[src/rtl/tl_buffer_pkg.sv]
// Shared TileLink-UL beat types and field widths for the tl_buffer_2 decoupling buffer.
package tl_buffer_pkg;

  localparam int ADDR_W = 29;
  localparam int DATA_W = 64;
  localparam int SRC_W  = 6;
  localparam int MASK_W = DATA_W / 8;

  typedef struct packed {
    logic [2:0]        opcode;
    logic [2:0]        param;
    logic [2:0]        size;
    logic [SRC_W-1:0]  source;
    logic [ADDR_W-1:0] address;
    logic [MASK_W-1:0] mask;
    logic [DATA_W-1:0] data;
    logic              corrupt;
  } tl_a_t;

  typedef struct packed {
    logic [2:0]        opcode;
    logic [1:0]        param;
    logic [2:0]        size;
    logic [SRC_W-1:0]  source;
    logic              sink;
    logic              denied;
    logic [DATA_W-1:0] data;
    logic              corrupt;
  } tl_d_t;

  localparam int TL_A_W = $bits(tl_a_t);
  localparam int TL_D_W = $bits(tl_d_t);

  // Pointer advance that wraps at an arbitrary (not necessarily power-of-two) depth.
  function automatic int unsigned wrap_inc(input int unsigned ptr, input int unsigned depth);
    return (ptr + 1 >= depth) ? 0 : ptr + 1;
  endfunction

endpackage

[src/rtl/tl_buffer_2_queue.sv]
// Single-clock FIFO with occupancy counter; one instance per TileLink channel.
// TL_BUFFER_PIPE_EN: a full queue also accepts a beat in the cycle it emits one.
module tl_queue
  import tl_buffer_pkg::*;
#(
  parameter int WIDTH = 8,
  parameter int DEPTH = 2
) (
  input  logic             clock,
  input  logic             reset,
  input  logic             enq_valid,
  output logic             enq_ready,
  input  logic [WIDTH-1:0] enq_data,
  output logic             deq_valid,
  input  logic             deq_ready,
  output logic [WIDTH-1:0] deq_data
);

  localparam int PTR_W = (DEPTH > 1) ? $clog2(DEPTH) : 1;
  localparam int CNT_W = $clog2(DEPTH + 1);

  logic [WIDTH-1:0] mem_q [DEPTH];
  logic [PTR_W-1:0] wr_ptr_q, wr_ptr_d;
  logic [PTR_W-1:0] rd_ptr_q, rd_ptr_d;
  logic [CNT_W-1:0] count_q, count_d;

  logic full, empty, enq_fire, deq_fire;

  assign full      = (count_q == CNT_W'(DEPTH));
  assign empty     = (count_q == '0);
  assign deq_valid = !empty;
  assign deq_fire  = deq_valid && deq_ready;
`ifdef TL_BUFFER_PIPE_EN
  assign enq_ready = !full || deq_fire;
`else
  assign enq_ready = !full;
`endif
  assign enq_fire  = enq_valid && enq_ready;
  assign deq_data  = mem_q[rd_ptr_q];

  always_comb begin
    // NOTE: every output gets a default first so no path can infer a latch.
    wr_ptr_d = wr_ptr_q;
    rd_ptr_d = rd_ptr_q;
    count_d  = count_q;
    if (enq_fire) wr_ptr_d = PTR_W'(wrap_inc(32'(wr_ptr_q), DEPTH));
    if (deq_fire) rd_ptr_d = PTR_W'(wrap_inc(32'(rd_ptr_q), DEPTH));
    unique case ({enq_fire, deq_fire})
      2'b10:   count_d = count_q + 1'b1;
      2'b01:   count_d = count_q - 1'b1;
      default: count_d = count_q;
    endcase
  end

  // NOTE: non-blocking assignments for all state so every flop samples pre-edge values.
  always_ff @(posedge clock) begin
    if (reset) begin
      wr_ptr_q <= '0;
      rd_ptr_q <= '0;
      count_q  <= '0;
    end else begin
      wr_ptr_q <= wr_ptr_d;
      rd_ptr_q <= rd_ptr_d;
      count_q  <= count_d;
    end
  end

  // NOTE: storage is deliberately not reset; the count makes stale words unreachable.
  always_ff @(posedge clock) begin
    if (enq_fire) mem_q[wr_ptr_q] <= enq_data;
  end

endmodule

[src/rtl/tl_buffer_2.sv]
// TileLink-UL A/D decoupling buffer: one registered FIFO per channel, one cycle each way.
// TL_BUFFER_PIPE_EN lets a full queue accept while emitting (ready then depends on far-side ready).
module tl_buffer_2
  import tl_buffer_pkg::*;
#(
  parameter int A_DEPTH = 2,
  parameter int D_DEPTH = 2
) (
  input  logic              clock,
  input  logic              reset,
  // master-side A
  input  logic              auto_in_a_valid,
  output logic              auto_in_a_ready,
  input  logic [2:0]        auto_in_a_bits_opcode,
  input  logic [2:0]        auto_in_a_bits_param,
  input  logic [2:0]        auto_in_a_bits_size,
  input  logic [SRC_W-1:0]  auto_in_a_bits_source,
  input  logic [ADDR_W-1:0] auto_in_a_bits_address,
  input  logic [MASK_W-1:0] auto_in_a_bits_mask,
  input  logic [DATA_W-1:0] auto_in_a_bits_data,
  input  logic              auto_in_a_bits_corrupt,
  // master-side D
  input  logic              auto_in_d_ready,
  output logic              auto_in_d_valid,
  output logic [2:0]        auto_in_d_bits_opcode,
  output logic [1:0]        auto_in_d_bits_param,
  output logic [2:0]        auto_in_d_bits_size,
  output logic [SRC_W-1:0]  auto_in_d_bits_source,
  output logic              auto_in_d_bits_sink,
  output logic              auto_in_d_bits_denied,
  output logic [DATA_W-1:0] auto_in_d_bits_data,
  output logic              auto_in_d_bits_corrupt,
  // width-stage A
  input  logic              auto_out_a_ready,
  output logic              auto_out_a_valid,
  output logic [2:0]        auto_out_a_bits_opcode,
  output logic [2:0]        auto_out_a_bits_param,
  output logic [2:0]        auto_out_a_bits_size,
  output logic [SRC_W-1:0]  auto_out_a_bits_source,
  output logic [ADDR_W-1:0] auto_out_a_bits_address,
  output logic [MASK_W-1:0] auto_out_a_bits_mask,
  output logic [DATA_W-1:0] auto_out_a_bits_data,
  output logic              auto_out_a_bits_corrupt,
  // width-stage D
  input  logic              auto_out_d_valid,
  output logic              auto_out_d_ready,
  input  logic [2:0]        auto_out_d_bits_opcode,
  input  logic [1:0]        auto_out_d_bits_param,
  input  logic [2:0]        auto_out_d_bits_size,
  input  logic [SRC_W-1:0]  auto_out_d_bits_source,
  input  logic              auto_out_d_bits_sink,
  input  logic              auto_out_d_bits_denied,
  input  logic [DATA_W-1:0] auto_out_d_bits_data,
  input  logic              auto_out_d_bits_corrupt
);

  tl_a_t a_enq, a_deq;
  tl_d_t d_enq, d_deq;

  assign a_enq = '{opcode:  auto_in_a_bits_opcode,
                   param:   auto_in_a_bits_param,
                   size:    auto_in_a_bits_size,
                   source:  auto_in_a_bits_source,
                   address: auto_in_a_bits_address,
                   mask:    auto_in_a_bits_mask,
                   data:    auto_in_a_bits_data,
                   corrupt: auto_in_a_bits_corrupt};

  assign d_enq = '{opcode:  auto_out_d_bits_opcode,
                   param:   auto_out_d_bits_param,
                   size:    auto_out_d_bits_size,
                   source:  auto_out_d_bits_source,
                   sink:    auto_out_d_bits_sink,
                   denied:  auto_out_d_bits_denied,
                   data:    auto_out_d_bits_data,
                   corrupt: auto_out_d_bits_corrupt};

  tl_queue #(.WIDTH(TL_A_W), .DEPTH(A_DEPTH)) u_a_queue (
    .clock     (clock),
    .reset     (reset),
    .enq_valid (auto_in_a_valid),
    .enq_ready (auto_in_a_ready),
    .enq_data  (a_enq),
    .deq_valid (auto_out_a_valid),
    .deq_ready (auto_out_a_ready),
    .deq_data  (a_deq)
  );

  tl_queue #(.WIDTH(TL_D_W), .DEPTH(D_DEPTH)) u_d_queue (
    .clock     (clock),
    .reset     (reset),
    .enq_valid (auto_out_d_valid),
    .enq_ready (auto_out_d_ready),
    .enq_data  (d_enq),
    .deq_valid (auto_in_d_valid),
    .deq_ready (auto_in_d_ready),
    .deq_data  (d_deq)
  );

  assign auto_out_a_bits_opcode  = a_deq.opcode;
  assign auto_out_a_bits_param   = a_deq.param;
  assign auto_out_a_bits_size    = a_deq.size;
  assign auto_out_a_bits_source  = a_deq.source;
  assign auto_out_a_bits_address = a_deq.address;
  assign auto_out_a_bits_mask    = a_deq.mask;
  assign auto_out_a_bits_data    = a_deq.data;
  assign auto_out_a_bits_corrupt = a_deq.corrupt;

  assign auto_in_d_bits_opcode   = d_deq.opcode;
  assign auto_in_d_bits_param    = d_deq.param;
  assign auto_in_d_bits_size     = d_deq.size;
  assign auto_in_d_bits_source   = d_deq.source;
  assign auto_in_d_bits_sink     = d_deq.sink;
  assign auto_in_d_bits_denied   = d_deq.denied;
  assign auto_in_d_bits_data     = d_deq.data;
  assign auto_in_d_bits_corrupt  = d_deq.corrupt;

endmodule

[config.mk]
export PLATFORM = sky130hd
export DESIGN_NAME = tl_buffer_2
export DESIGN_NICKNAME = d
export VERILOG_FILES = /design/src/rtl/tl_buffer_pkg.sv /design/src/rtl/tl_buffer_2_queue.sv /design/src/rtl/tl_buffer_2.sv
export SDC_FILE = /design/constraint.sdc
export NUM_CORES = 1
export LEC_CHECK = 0
export CAP_MARGIN = 0
export CORE_MARGIN = 2
export CORE_UTILIZATION = 40
export CTS_BUF_LIST = sky130_fd_sc_hd__clkbuf_2
export DETAILED_ROUTE_END_ITERATION = 6
export GPL_ROUTABILITY_DRIVEN = 0
export PLACE_DENSITY = 0.67
export REMOVE_ABC_BUFFERS = 1
export SLEW_MARGIN = 0
export SYNTH_ARGS = -nofsm -noshare
export SYNTH_HDL_FRONTEND = slang
export SYNTH_SLANG_ARGS = --single-unit
[constraint.sdc]
create_clock -name clock -period 9.13 [get_ports clock]
set_input_delay 0.913 -clock clock [delete_from_list [all_inputs] [get_ports clock]]
set_output_delay 0.913 -clock clock [all_outputs]
set_load 0.01 [all_outputs]
==> metrics, run 1 <==
Initial Util between 40% and 50%; multi-input logic area approximately 2500 um2; P per Cell Area 264 nW/um2; critical path depth 3; Yosys reg bits 406; hold path startpoint auto_in_a_bits_data[61]; hold_buf cts 0; P_int 3.81 mW; most numerous cell in the Yosys netlist edfxtp_1; CP arrival 3640 ps; slew margin rel. 27.7%; Top-Level Pins a little over 400; leading area contributor after synthesis edfxtp_1; detailed-route via count 8,044; Max Slew Vio Count 0; post-synthesis instance total 665; Clock transition at path regs 100 ps; CP max stage delay around 820 ps; status finished clean; Layout Cells excl Fill 1,689; Async S/R FF share, synth 0%; Placed Cells between 1,500 and 2,000; layout cells sized above 1 around 30%; final clock skew 73.4 ps; clock sinks 406; RSZ-0062 raised after global routing false; sequential cell area ~12,000 um2; CP Cell Sequence buf_4 -> mux2_2 -> clkdlybuf4s50_1; top-area cell type share of the netlist area 80.9%; period utilization 49.8%; Core Box Area 36,400 um2; yosys warns 0; H-tree depth 3; number of global-route vias before repair 8,540; leakage power 6.92 nW; R2R Path Start u_a_queue.count_q[0]; Crit Path Category flop to output port; input/output buffers between 400 and 500; largest net degree at the start of global routing 79; Die W 196 um; Seq pwr share 46.0%; die area 38,300 um2; Sw Pwr 1.51 mW; Fillers 2,877; Gate power share 31.5%; clock tree from TritonCTS done; Avg Inst Size Synth 22.1 um2; clk_lat worst skew slightly below 1000 ps; switching share of power 28.4%; Top FF cell, synth edfxtp_1; Hold Path Cell Cnt 1; critical path's top delay family buffers and inverters; Post-synth top cells edfxtp_1 (396), mux2_2 (198), buf_2 (18), dfxtp_1 (10), nor2_1 (6); number of antenna violations at the first check in global routing 6; WL final 33,600 um; slowest CP cell buf_4; Post-synth EDFFs 396; grt met1 use 19.9%; worst-case reg-to-reg path depth 4; CP required 8220 ps; max-cap viol count 0; sum of negative setup slack 0 ps; CTS Buf Count a little over 100; CTS root buffer clkbuf_2; Fin Hold WS 507 ps; Routed Antenna Nets 0; Power Total between 5 and 6 mW; synth top area cells edfxtp_1 (81%), mux2_2 (15%), dfxtp_1 (1.4%); placement-stage cell area 19,300 um2; Resized cells post-CTS 0; WP buf/inv 2; Post-Syn Area 14,700 um2; first-pass GRT wire length 49,100 um; CP Capture Type output port; DRC 0; DRT iter0 DRCs 440; Total Routing Usage GR 17.2%; final instance area around 20,000 um2; Post-CTS Setup Inserts 0; min Tclk post-route 4550 ps; Hold Vio Cnt, Final 0; clk buf depth 3; met3 usage 10.8%; Clock Power Share between 20% and 30%; critical path fanouts, max 71; grt total ovfl 0; sequential fraction of the synthesis area 82.2%; grt met2 use 25.8%; layer with the highest usage met2; final net count 1,362; Worst-Margin Slew 1080 ps; WL/cell roughly 20 um; Post-DP HPWL 21,900 um; router iterations before antenna repair 4; die height 196 um; synthesis-to-layout area growth 37.2%; Site Rows 70; Vias/cell ~4.8; VDD IR max approximately 0.14 mV; Worst setup SP type flop; Final setup violation count 0; synth unique cells 21; fmax 220 MHz; worst hold path type input port to flop
## placed cells by master (no fill, tap or decap)
cell type        instances
xnor2_1                  4
nor2_1                   6
nand3b_1                 2
clkdlybuf4s50_1        405
xor2_1                   2
a21oi_1                  4
clkinv_2                 1
or2_2                    2
and3_4                   2
buf_4                    6
o21ai_0                  2
clkbuf_2               150
inv_2                    1
inv_4                    1
nand2b_1                 2
bufinv_16                3
clkinvlp_4               1
nand2_1                  2
clkinv_4                 1
edfxtp_1               396
or3_1                    2
a21bo_2                  2
mux2_2                 198
dfxtp_4                  2
dfxtp_1                  8
ha_1                     2
diode_2                  3
o21a_1                   2
clkinv_1                 9
## final timing paths
path / to / slack (ps)
max: auto_out_a_bits_data[52] / 4580
min: u_a_queue.mem_q[0][62] / 510
max reg2reg: u_a_queue.mem_q[0][82] / 6440
min reg2reg: flop / 530
## per-stage QoR
| stage | util [%] | setup slack (ps) |
|---|---|---|
| 6_report | 55.4 | 4580 |
| 5_1_grt | 55.4 | 4300 |
| 4_1_cts | 55.4 | 4380 |
| 3_5_place_dp | 52.9 | 5570 |
| 3_3_place_gp | 52.9 | 5530 |
| 2_1_floorplan | - | 4840 |
## per-layer routing
layer | wire length (um) | part of all wire, %
met5 | 70 | 0.21
met4 | 599 | 1.8
met3 | 4740 | 14
met2 | 14900 | 45
met1 | 13200 | 39
## cell families (layout without fill, tap and decap cells)
kind of cell / Yosys count / count (layout) / synth area share (%)
DFF: 406 / 406 / 82.2
muxes: 198 / 198 / 15.2
and+or+nand+nor: 18 / 18 / 0.647
xor gates and xnor gates: 6 / 6 / 0.357
buffers and inverters: 25 / 578 / 0.995
adders and majority gates: 2 / 2 / 0.170
AOI/OAI and AO/OA: 10 / 10 / 0.442
other: 0 / 3 / 0
## registers in the layout, summed over array words and instances, names as in the netlist, named ones only
register	count
u_a_queue.mem_q	234
u_d_queue.mem_q	162
u_a_queue.count_q	2
u_d_queue.count_q	2
u_a_queue.rd_ptr_q	1
u_a_queue.wr_ptr_q	1
u_d_queue.rd_ptr_q	1
u_d_queue.wr_ptr_q	1
## power by group through the flow
stage	Combinational [mW]	Clock, mW	Sequential [mW]
floorplan	0.748	0	2.54
global placement	1.69	0	2.49
detailed placement	1.69	0	2.49
CTS	1.70	1.26	2.45
global route	1.78	1.34	2.48
finish	1.67	1.20	2.45
## area by class of cell
class / count / area share (%)
diodes: 3 / 0.0372
clock buffers: 150 / 3.72
clock inverters: 15 / 0.719
inverters: 2 / 0.0496
multi-input cells: 234 / 12.3
flip-flops and latches: 406 / 60.0
well taps: 468 / 2.90
repair buffers: 411 / 20.3
No activity file was read; power rests on OpenSTA's default activity.
==> inputs of run 2 (changes only) <==
==> constraint.sdc (replaced) <==
create_clock -name clock -period 4.2 [get_ports clock]
set_input_delay 0.42 -clock clock [delete_from_list [all_inputs] [get_ports clock]]
set_output_delay 0.42 -clock clock [all_outputs]
set_load 0.01 [all_outputs]
==> run 2 against run 1 <==
Count of clock-buffer cells in the layout is 3 lower; sequential power rose by 120%; clock power grew 110%; clock skew down 13 ps; hold slack lost 350 ps; sequential cell count stayed put; via count grew 9.7%; utilization increased by 5.6 points; setup slack lost 3800 ps; first-iteration DRC count fell by 16%; final cell count rose by 12%; critical path type unchanged; critical endpoint is now auto_out_a_bits_param[1]; largest power group unchanged.
==> metrics, run 2 (synthesis gave the netlist of run 1 again) <==
router iterations before antenna repair 4 (unchanged); Placed Cells 1,525 (+0.26%); most common cell after layout, fill and taps aside clkdlybuf4s50_1; R2R Path End u_a_queue.mem_q[0][60]; Sw Pwr 3.36 mW (+120%); largest register by flop count u_a_queue.mem_q; Hold Vio Cnt, Final 0 (unchanged); Post-DP HPWL 22,500 um (+2.8%); R2R Path Start u_a_queue.count_q[0]; CP Cell Sequence buf_4 -> mux2_2 -> clkdlybuf4s50_1; critical path's top delay family buffers and inverters; CP Capture Type output port; synthesis-to-layout area growth 51.2%; fmax 291 MHz; grt total ovfl 0 (unchanged); final core occ 61.0% (+5.6 points); P per Cell Area 527 nW/um2 (+100%); first-pass GRT wire length 54,100 um (+10%); Power Total 11.7 mW (+120%); period utilization 81.7%; Gate power share 32.6% (+1.1 points); DRT iter0 DRCs 368 (-16%); detailed-route via count 8,827 (+9.7%); Core Box Area 36,400 um2 (unchanged); max-cap viol count 0 (unchanged); Initial Util 40.4% (unchanged); Top Registers u_a_queue.mem_q x234, u_d_queue.mem_q x162; Worst setup SP type flop; Worst R2R Setup Slack 2000 ps (-4440 ps); Worst Setup EP auto_out_a_bits_param[1]; Clock Power Share 21.7% (-0.8 points); clock sinks 406 (unchanged); most frequent cells in the layout clkdlybuf4s50_1 (405), edfxtp_1 (396), mux2_2 (198); die height 196 um (unchanged); leakage power 7.76 nW (+12%); die area 38,300 um2 (unchanged); Layout Cells excl Fill 1,894 (+12%); P_int 8.36 mW (+120%); Crit Path Category flop to output port; Max Slew Vio Count 0 (unchanged); worst-case reg-to-reg path depth 4 (unchanged); max FFs per register 234 (unchanged); CP arrival 3010 ps (-630 ps); WL/cell 19.0 um (-4.2%); WL final 36,100 um (+7.5%); layout cells sized above 1 26.1% (-4.3 points); switching share of power 28.7% (+0.25 points); CTS Buf Count 101 (unchanged); CP required 3780 ps (-4440 ps); final clock skew 60.1 ps (-13.4 ps); number of antenna violations at the first check in global routing 5 (-1); Total Routing Usage GR 18.6% (+1.5 points); sum of negative setup slack 0 ps (unchanged); clk buf depth 3 (unchanged); min Tclk post-route around 3400 ps; clk_lat worst skew 990 ps (+20 ps); final net count 1,562 (+15%); Die W 196 um (unchanged); CTS root buffer clkbuf_2; clock tree from TritonCTS done; CP max stage delay 600 ps (-220 ps); Worst-Margin Slew 780 ps (-304 ps); Final setup violation count 0 (unchanged); slew margin rel. 48.0% (+20 points); critical path depth 3 (unchanged); Seq pwr share 45.7% (-0.3 points); status finished clean; WP buf/inv 2 (unchanged); critical path fanouts, max 36 (-49%); VDD IR max 0.300 mV (+120%); input/output buffers 405 (unchanged); largest net degree at the start of global routing 59 (-25%); number of global-route vias before repair 9,732 (+14%); Routed Antenna Nets 0 (unchanged); DRC 0 (unchanged); Clock transition at path regs 100 ps (about the same); Vias/cell 4.66 (-2.1%); H-tree depth 3 (unchanged); RSZ-0062 raised after global routing false; Top-Level Pins 406 (unchanged); worst hold path type input port to flop; Site Rows 70 (unchanged); slowest CP cell dfxtp_4
[run 2: cell count changes in the layout (fill, tap and decap cells not counted), sizes merged]
| cell | delta |
|---|---|
| diode | +2 |
| bufinv | -1 |
| buf | +4 |
| clkbuf | -3 |
| dlygate4sd3 | +196 |
| clkinvlp | +2 |
| clkinv | +5 |
[run 2: area by class of cell]
cell class,count,area (um2)
Clock inverter,21,144
Tap cell,468,586
Sequential cell,406,12100
Clock buffer,147,736
Multi-Input combinational cell,234,2480
Inverter,2,10.0
Fill cell,2661,14200
Timing Repair Buffer,611,6170
Antenna cell,5,12.5
[run 2: per-stage QoR]
step	setup WS (ps)	cell area, um2	hold WS [ps]
finish	769	22200	153
global route	542	22200	27.4
CTS	577	22200	4.82
detailed placement	1680	19400	506
global placement	1710	19400	494
floorplan	307	14600	474
[run 2: what timing repair did]
item                                   in CTS  in global routing
hold buffers                              195                  1
endpoints found under the hold margin     390                  2
resized for setup                           0                  0
buffers inserted                            0                  0
[run 2: worst reg2reg max path: stages, from the launching register on]
cell	delay [ps]
dfxtp_1	410
nand2b_1	240
nand3b_1	170
inv_4	570
buf_4	480
[run 2: how the worst min path moves through the flow]
| stage | start | end | slack (ps) | depth (start not counted) |
|---|---|---|---|---|
| floorplan | u_a_queue.count_q[1] | u_a_queue.count_q[1] | 470 | 2 |
| global placement | u_d_queue.rd_ptr_q | flop | 490 | 2 |
| detailed placement | u_d_queue.rd_ptr_q | flop | 510 | 2 |
| CTS | auto_in_a_bits_mask[1] | u_a_queue.mem_q[0][66] | 5 | 1 |
| global route | auto_in_a_bits_address[28] | u_a_queue.mem_q[1][101] | 30 | 1 |
| finish | auto_in_a_bits_address[28] | u_a_queue.mem_q[1][101] | 150 | 1 |
[run 2: per-layer routing]
layer  routed length [um]  global-route usage, %  up-vias
met2                17200                   30.5      415
met1                14100                   20.9     4286
met4                  619                   7.07        0
met3                 4110                   9.51       39
met5                    0                      0        -
li1                     -                      -     4087
[run 2: power groups by stage]
stage / logic [mW] / clock network, mW / registers, mW
after floorplan: 1.63 / 0 / 5.53
after global placement: 3.66 / 0 / 5.43
after detailed placement: 3.66 / 0 / 5.45
after CTS: 3.86 / 2.64 / 5.36
after global routing: 4.06 / 2.87 / 5.42
final: 3.83 / 2.54 / 5.36
